$ cat src/rtl/quad_decoder_ext.sv
// Quadrature A/B/Z decoder: synchronised, glitch-filtered inputs, 1x/2x/4x decode,
// signed position with symmetric wrap, preset, index clear/latch and sticky error.
module quad_decoder_ext #(
    parameter int CNT_W    = 32,
    parameter int FILT_LEN = 4,
    parameter int MAX_POS  = 1048575
) (
    input  logic                    clk,
    input  logic                    rst_n,
    input  logic                    ain,
    input  logic                    bin,
    input  logic                    zin,
    input  logic [1:0]              mode,
    input  logic                    dir_inv,
    input  logic [1:0]              z_mode,
    input  logic                    preset_ld,
    input  logic signed [CNT_W-1:0] preset_val,
    input  logic                    err_clr,
    output logic signed [CNT_W-1:0] pos,
    output logic signed [CNT_W-1:0] z_latch,
    output logic [7:0]              z_cnt,
    output logic                    dir,
    output logic                    step,
    output logic                    err
);

    localparam logic [3:0]              FILT_TC = 4'(FILT_LEN - 1);
    localparam logic signed [CNT_W-1:0] POS_MAX = CNT_W'(MAX_POS);
    localparam logic signed [CNT_W-1:0] NEG_MAX = -POS_MAX;

    // channel bit order everywhere: [2]=A, [1]=B, [0]=Z
    logic [2:0]       sync1_q, sync2_q;
    logic [2:0]       filt_q, filt_d;
    logic [2:0][3:0]  fcnt_q, fcnt_d;
    logic [1:0]       ab_prev_q, ab_prev_d;
    logic             z_prev_q, z_prev_d;
    logic             step_q, step_d;
    logic             dir_q, dir_d;
    logic             err_q, err_d;
    logic signed [CNT_W-1:0] pos_q, pos_d;
    logic signed [CNT_W-1:0] z_latch_q, z_latch_d;
    logic [7:0]       z_cnt_q, z_cnt_d;

    logic [1:0] ab_cur;
    logic [1:0] gdiff;
    logic       is_fwd, is_rev, is_bad, qual;
    logic       z_rise, z_clr;

    // Position of an AB state along the forward Gray sequence 00->10->11->01.
    function automatic logic [1:0] gray_idx(input logic [1:0] ab);
        case (ab)
            2'b00:   gray_idx = 2'd0;
            2'b10:   gray_idx = 2'd1;
            2'b11:   gray_idx = 2'd2;
            default: gray_idx = 2'd3;
        endcase
    endfunction

    always_comb begin
        filt_d = filt_q;
        fcnt_d = '0;
        for (int i = 0; i < 3; i++) begin
            if (sync2_q[i] != filt_q[i]) begin
                if (fcnt_q[i] == FILT_TC) begin
                    filt_d[i] = sync2_q[i];
                end else begin
                    fcnt_d[i] = fcnt_q[i] + 4'd1;
                end
            end
        end
    end

    always_comb begin
        ab_cur    = filt_q[2:1];
        ab_prev_d = ab_cur;
        gdiff     = gray_idx(ab_cur) - gray_idx(ab_prev_q);
        is_fwd    = (gdiff == 2'd1);
        is_rev    = (gdiff == 2'd3);
        is_bad    = (gdiff == 2'd2);
        case (mode)
            2'b01:   qual = ab_cur[1] ^ ab_prev_q[1];
            2'b10:   qual = (ab_prev_q == 2'b00 && ab_cur == 2'b10) ||
                            (ab_prev_q == 2'b10 && ab_cur == 2'b00);
            default: qual = 1'b1;
        endcase
        step_d = (is_fwd | is_rev) & qual;
        dir_d  = step_d ? (is_fwd ^ dir_inv) : dir_q;
        err_d  = is_bad | (err_q & ~err_clr);
    end

    always_comb begin
        z_prev_d  = filt_q[0];
        z_rise    = filt_q[0] & ~z_prev_q;
        z_clr     = z_rise && (z_mode == 2'b10 || (z_mode == 2'b01 && z_cnt_q == 8'd0));
        z_cnt_d   = (z_rise && z_cnt_q != 8'd255) ? z_cnt_q + 8'd1 : z_cnt_q;
        z_latch_d = (z_rise && z_mode != 2'b00) ? pos_q : z_latch_q;

        pos_d = pos_q;
        if (preset_ld) begin
            pos_d = preset_val;
        end else if (z_clr) begin
            pos_d = '0;
        end else if (step_q) begin
            // an out-of-range preset wraps to 0 on the next step either way
            if (dir_q) begin
                pos_d = (pos_q >= POS_MAX || pos_q < NEG_MAX) ? '0 : pos_q + CNT_W'(1);
            end else begin
                pos_d = (pos_q <= NEG_MAX || pos_q > POS_MAX) ? '0 : pos_q - CNT_W'(1);
            end
        end
    end

    always_ff @(posedge clk or negedge rst_n) begin
        if (!rst_n) begin
            sync1_q   <= 3'b111;
            sync2_q   <= 3'b111;
            filt_q    <= 3'b111;
            fcnt_q    <= '0;
            ab_prev_q <= 2'b11;
            z_prev_q  <= 1'b1;
            step_q    <= 1'b0;
            dir_q     <= 1'b1;
            err_q     <= 1'b0;
            pos_q     <= '0;
            z_latch_q <= '0;
            z_cnt_q   <= 8'd0;
        end else begin
            sync1_q   <= {ain, bin, zin};
            sync2_q   <= sync1_q;
            filt_q    <= filt_d;
            fcnt_q    <= fcnt_d;
            ab_prev_q <= ab_prev_d;
            z_prev_q  <= z_prev_d;
            step_q    <= step_d;
            dir_q     <= dir_d;
            err_q     <= err_d;
            pos_q     <= pos_d;
            z_latch_q <= z_latch_d;
            z_cnt_q   <= z_cnt_d;
        end
    end

    assign pos     = pos_q;
    assign z_latch = z_latch_q;
    assign z_cnt   = z_cnt_q;
    assign dir     = dir_q;
    assign step    = step_q;
    assign err     = err_q;

endmodule

$ cat config.mk
export PLATFORM = sky130hd
export DESIGN_NAME = quad_decoder_ext
export DESIGN_NICKNAME = d
export VERILOG_FILES = /design/src/rtl/quad_decoder_ext.sv
export SDC_FILE = /design/constraint.sdc
export NUM_CORES = 1
export LEC_CHECK = 0
export CAP_MARGIN = 20
export CELL_PAD_IN_SITES_DETAIL_PLACEMENT = 1
export CELL_PAD_IN_SITES_GLOBAL_PLACEMENT = 1
export CORE_MARGIN = 5
export CORE_UTILIZATION = 42
export DETAILED_ROUTE_END_ITERATION = 8
export GPL_TIMING_DRIVEN = 0
export PLACE_DENSITY_LB_ADDON = 0.1
export SETUP_SLACK_MARGIN = 0.2
export SLEW_MARGIN = 20
export SYNTH_ARGS = -nofsm -noshare
export SYNTH_HDL_FRONTEND = slang
export SYNTH_SLANG_ARGS = --single-unit
$ cat constraint.sdc
create_clock -name clk -period 5.26 [get_ports clk]
set_input_delay 1.315 -clock clk [delete_from_list [all_inputs] [get_ports clk]]
set_output_delay 1.315 -clock clk [all_outputs]
set_load 0.01 [all_outputs]
==> impl_metrics.tcl <==
set metrics [dict create \
    final_cells 970 \
    hold_ws_ns 0.3602 \
    clk_pin_slew_worst_paths_ns 0.08 \
    synth_edf_count 0 \
    total_power_mw 3.536 \
    max_slew_margin_pct 20.88 \
    wl_per_cell_um 21.84 \
    first_pass_iters 5 \
    initial_utilization_pct 43.12 \
    synthToLayoutAreaGrowth_pct 29.96 \
    dp_hpwl_mm 15.82 \
    ys_ff_latch 99 \
    fin_ws_ns 1.234 \
    grt_pass1_vias 6148 \
    synthTopCellsByCount "129 x nand2_1, 86 x dfrtp_1, 47 x o21ai_0" \
    grt_setup_unrepaired "false" \
    cts.sinks 99 \
    synth_nets 722 \
    syn_inst 659 \
    ir_drop_mv 0.1876 \
    cp_data_required_time_ns 5.52 \
    dieArea_um2 16140 \
    cts-resized-gates 0 \
    cts_buffers 9 \
    nFillCells 1578 \
    die_w_um 127.1 \
    drive_gt1_share_pct 6.549 \
    yosysWarnings 0 \
    drcViolationCount 0 \
    leakagePower_nw 3.033 \
    clock_latency_ns 0.36 \
    fmax_ghz 0.2484 \
    postRouteAntennaNets 0 \
    powerDensity_nw_per_um2 472.8 \
    synth_top_cell_area_share_pct 37.39 \
    slew_violations 0 \
    finalCritPeriodShare_pct 76.54 \
    cap_viol_max_count 0 \
    synthesis.area_um2 5756 \
    synth_top_cells_by_area "dfrtp_1 37%, nand2_1 8.4%, dfstp_2 5.9%, ha_1 4.1%, o21ai_0 4.1%" \
    fin_skew_ns 0.01350 \
    post-synth-top-count-cell "nand2_1" \
    io_pins 119 \
    cts_tree "done" \
    dp.cells 954 \
    ys.flop_type "dfrtp_1" \
    utilization_pct 56.04 \
    cp_max_fo 10 \
    n_antenna_cell 0 \
    rows 42 \
    nets 852 \
    avgSynthCellArea_um2 8.734 \
    finalSetupViolCount 0 \
    async_flop_share_pct 100.0 \
    vias 5758 \
    antenna_found_initial 0 \
    finalWirelength_mm 21.19 \
    port_buffers 118 \
    root_buffer "clkbuf_16" \
    grt_overflow 0 \
    die-height_um 127.1 \
    place.gp.congestion 0.9585 \
    critPathLaunchType "input port" \
    grt_max_degree 71 \
    track_usage_pct 26.81 \
    cts_buffer_depth 2 \
    h-tree-depth 3 \
    period_needed_ns 4.026 \
    crit_arrival_ns 4.28 \
    critPathCaptureType "register" \
    yosysUniqueCellTypes 57 \
    yosys.area.top_type "dfrtp_1" \
    vias_per_cell 5.936 \
    drtIter0Drc 325 \
    hold_viol_final 0 \
    tightest_slew_ns 1.187 \
    cts_hold_buf 0 \
    post_cts_buffers 0 \
    crit_type "in -> reg" \
    status "completed" \
    ys_seq_area_share_pct 43.33 \
    core_area_um2 13350 \
    hp-class "reg -> reg" \
    grt_pass1_wl_mm 34.11 \
    dp_slack_ns 0.9352 \
]
[sequential cells by signal, indices dropped and copies added (netlist names), 2 cells and up]
signal and cells:
sync1_q 3, pos 32, fcnt_q 12, z_latch 32, z_cnt 8, ab_prev_q 2
filt_q 3, sync2_q 3
[report_power, final]
| group | internal, mW | switching, mW | leakage, nW |
|---|---|---|---|
| logic | 0.721 | 0.904 | 1.65 |
| clock network | 0.333 | 0.331 | 0.137 |
| registers | 1.02 | 0.224 | 1.25 |
| total | 2.08 | 1.46 | 3.03 |
[layout make-up]
type                            count  area [um2]  area share [%]
Timing Repair Buffer              119        1210           16.18
Buffer                             42       163.9           2.191
Clock buffer                        9       225.2           3.011
Multi-Input combinational cell    494        3008           40.21
Inverter                           24       90.09           1.204
Clock inverter                      7       68.82          0.9200
Tap cell                          176       220.2           2.944
Sequential cell                    99        2494           33.34
[cells by family (layout without fill, tap and decap cells)]
logic type | count (synthesis) | in the layout | share of synthesized area [%]
muxes | 4 | 4 | 0.7608
adders and majority gates | 19 | 19 | 4.130
xor gates and xnor gates | 30 | 30 | 4.565
and+or+nand+nor | 281 | 281 | 23.43
AOI/OAI and AO/OA | 160 | 160 | 19.37
buffers and inverters | 66 | 201 | 4.413
DFF | 99 | 99 | 43.33
[metrics by stage]
| stage | area [um2] | TNS, ns |
|---|---|---|
| floorplan | 5756 | 0 |
| global placement | 7157 | -70.26 |
| detailed placement | 7186 | 0 |
| CTS | 7480 | 0 |
| global route | 7480 | 0 |
| finish | 7480 | 0 |
[worst max-delay path, stage by stage]
cell and delay, ns:
clkdlybuf4s50_1 0.45, o21a_1 0.22, clkbuf_1 0.31, a21oi_1 0.88, clkbuf_1 0.62, o21ai_0 0.23
a32oi_1 0.25
[routing by layer]
metal  global-route usage, %  routed length (um)
met5                       0                   0
met1                   33.18                8668
met4                   9.716                 661
met3                   5.342                1267
met2                   46.48               10590
[cell usage in the layout, fill, tap and decap left out, types with 11 or more instances in the layout]
cell type / count
nand2_1: 129
clkdlybuf4s50_1: 117
dfrtp_1: 86
o21ai_0: 47
nor2_1: 38
clkbuf_1: 37
a211oi_1: 30
inv_1: 24
nand3_1: 23
xnor2_1: 20
ha_1: 19
nand2b_1: 16
a21oi_1: 13
nand4_1: 13
dfstp_2: 13
nor3_1: 11
a32oi_1: 11
a22oi_1: 11
[final timing paths]
| check | from | endpoint | slack, ns | depth (start not counted) |
|---|---|---|---|---|
| setup / recovery | z_mode[0] | pos[4] | 1.23 | 7 |
| hold / removal | sync1_q[0] | sync2_q[0] | 0.36 | 0 |
| setup reg to reg | pos[0] | pos[4] | 1.31 | 9 |
| hold reg to reg | sync1_q[0] | sync2_q[0] | 0.36 | 0 |
| max in group asynchronous | rst_n | sync2_q[2] | 3.74 | 2 |
| min in group asynchronous | rst_n | z_cnt[3] | 0.82 | 1 |
No activity file was read; power rests on OpenSTA's default activity.
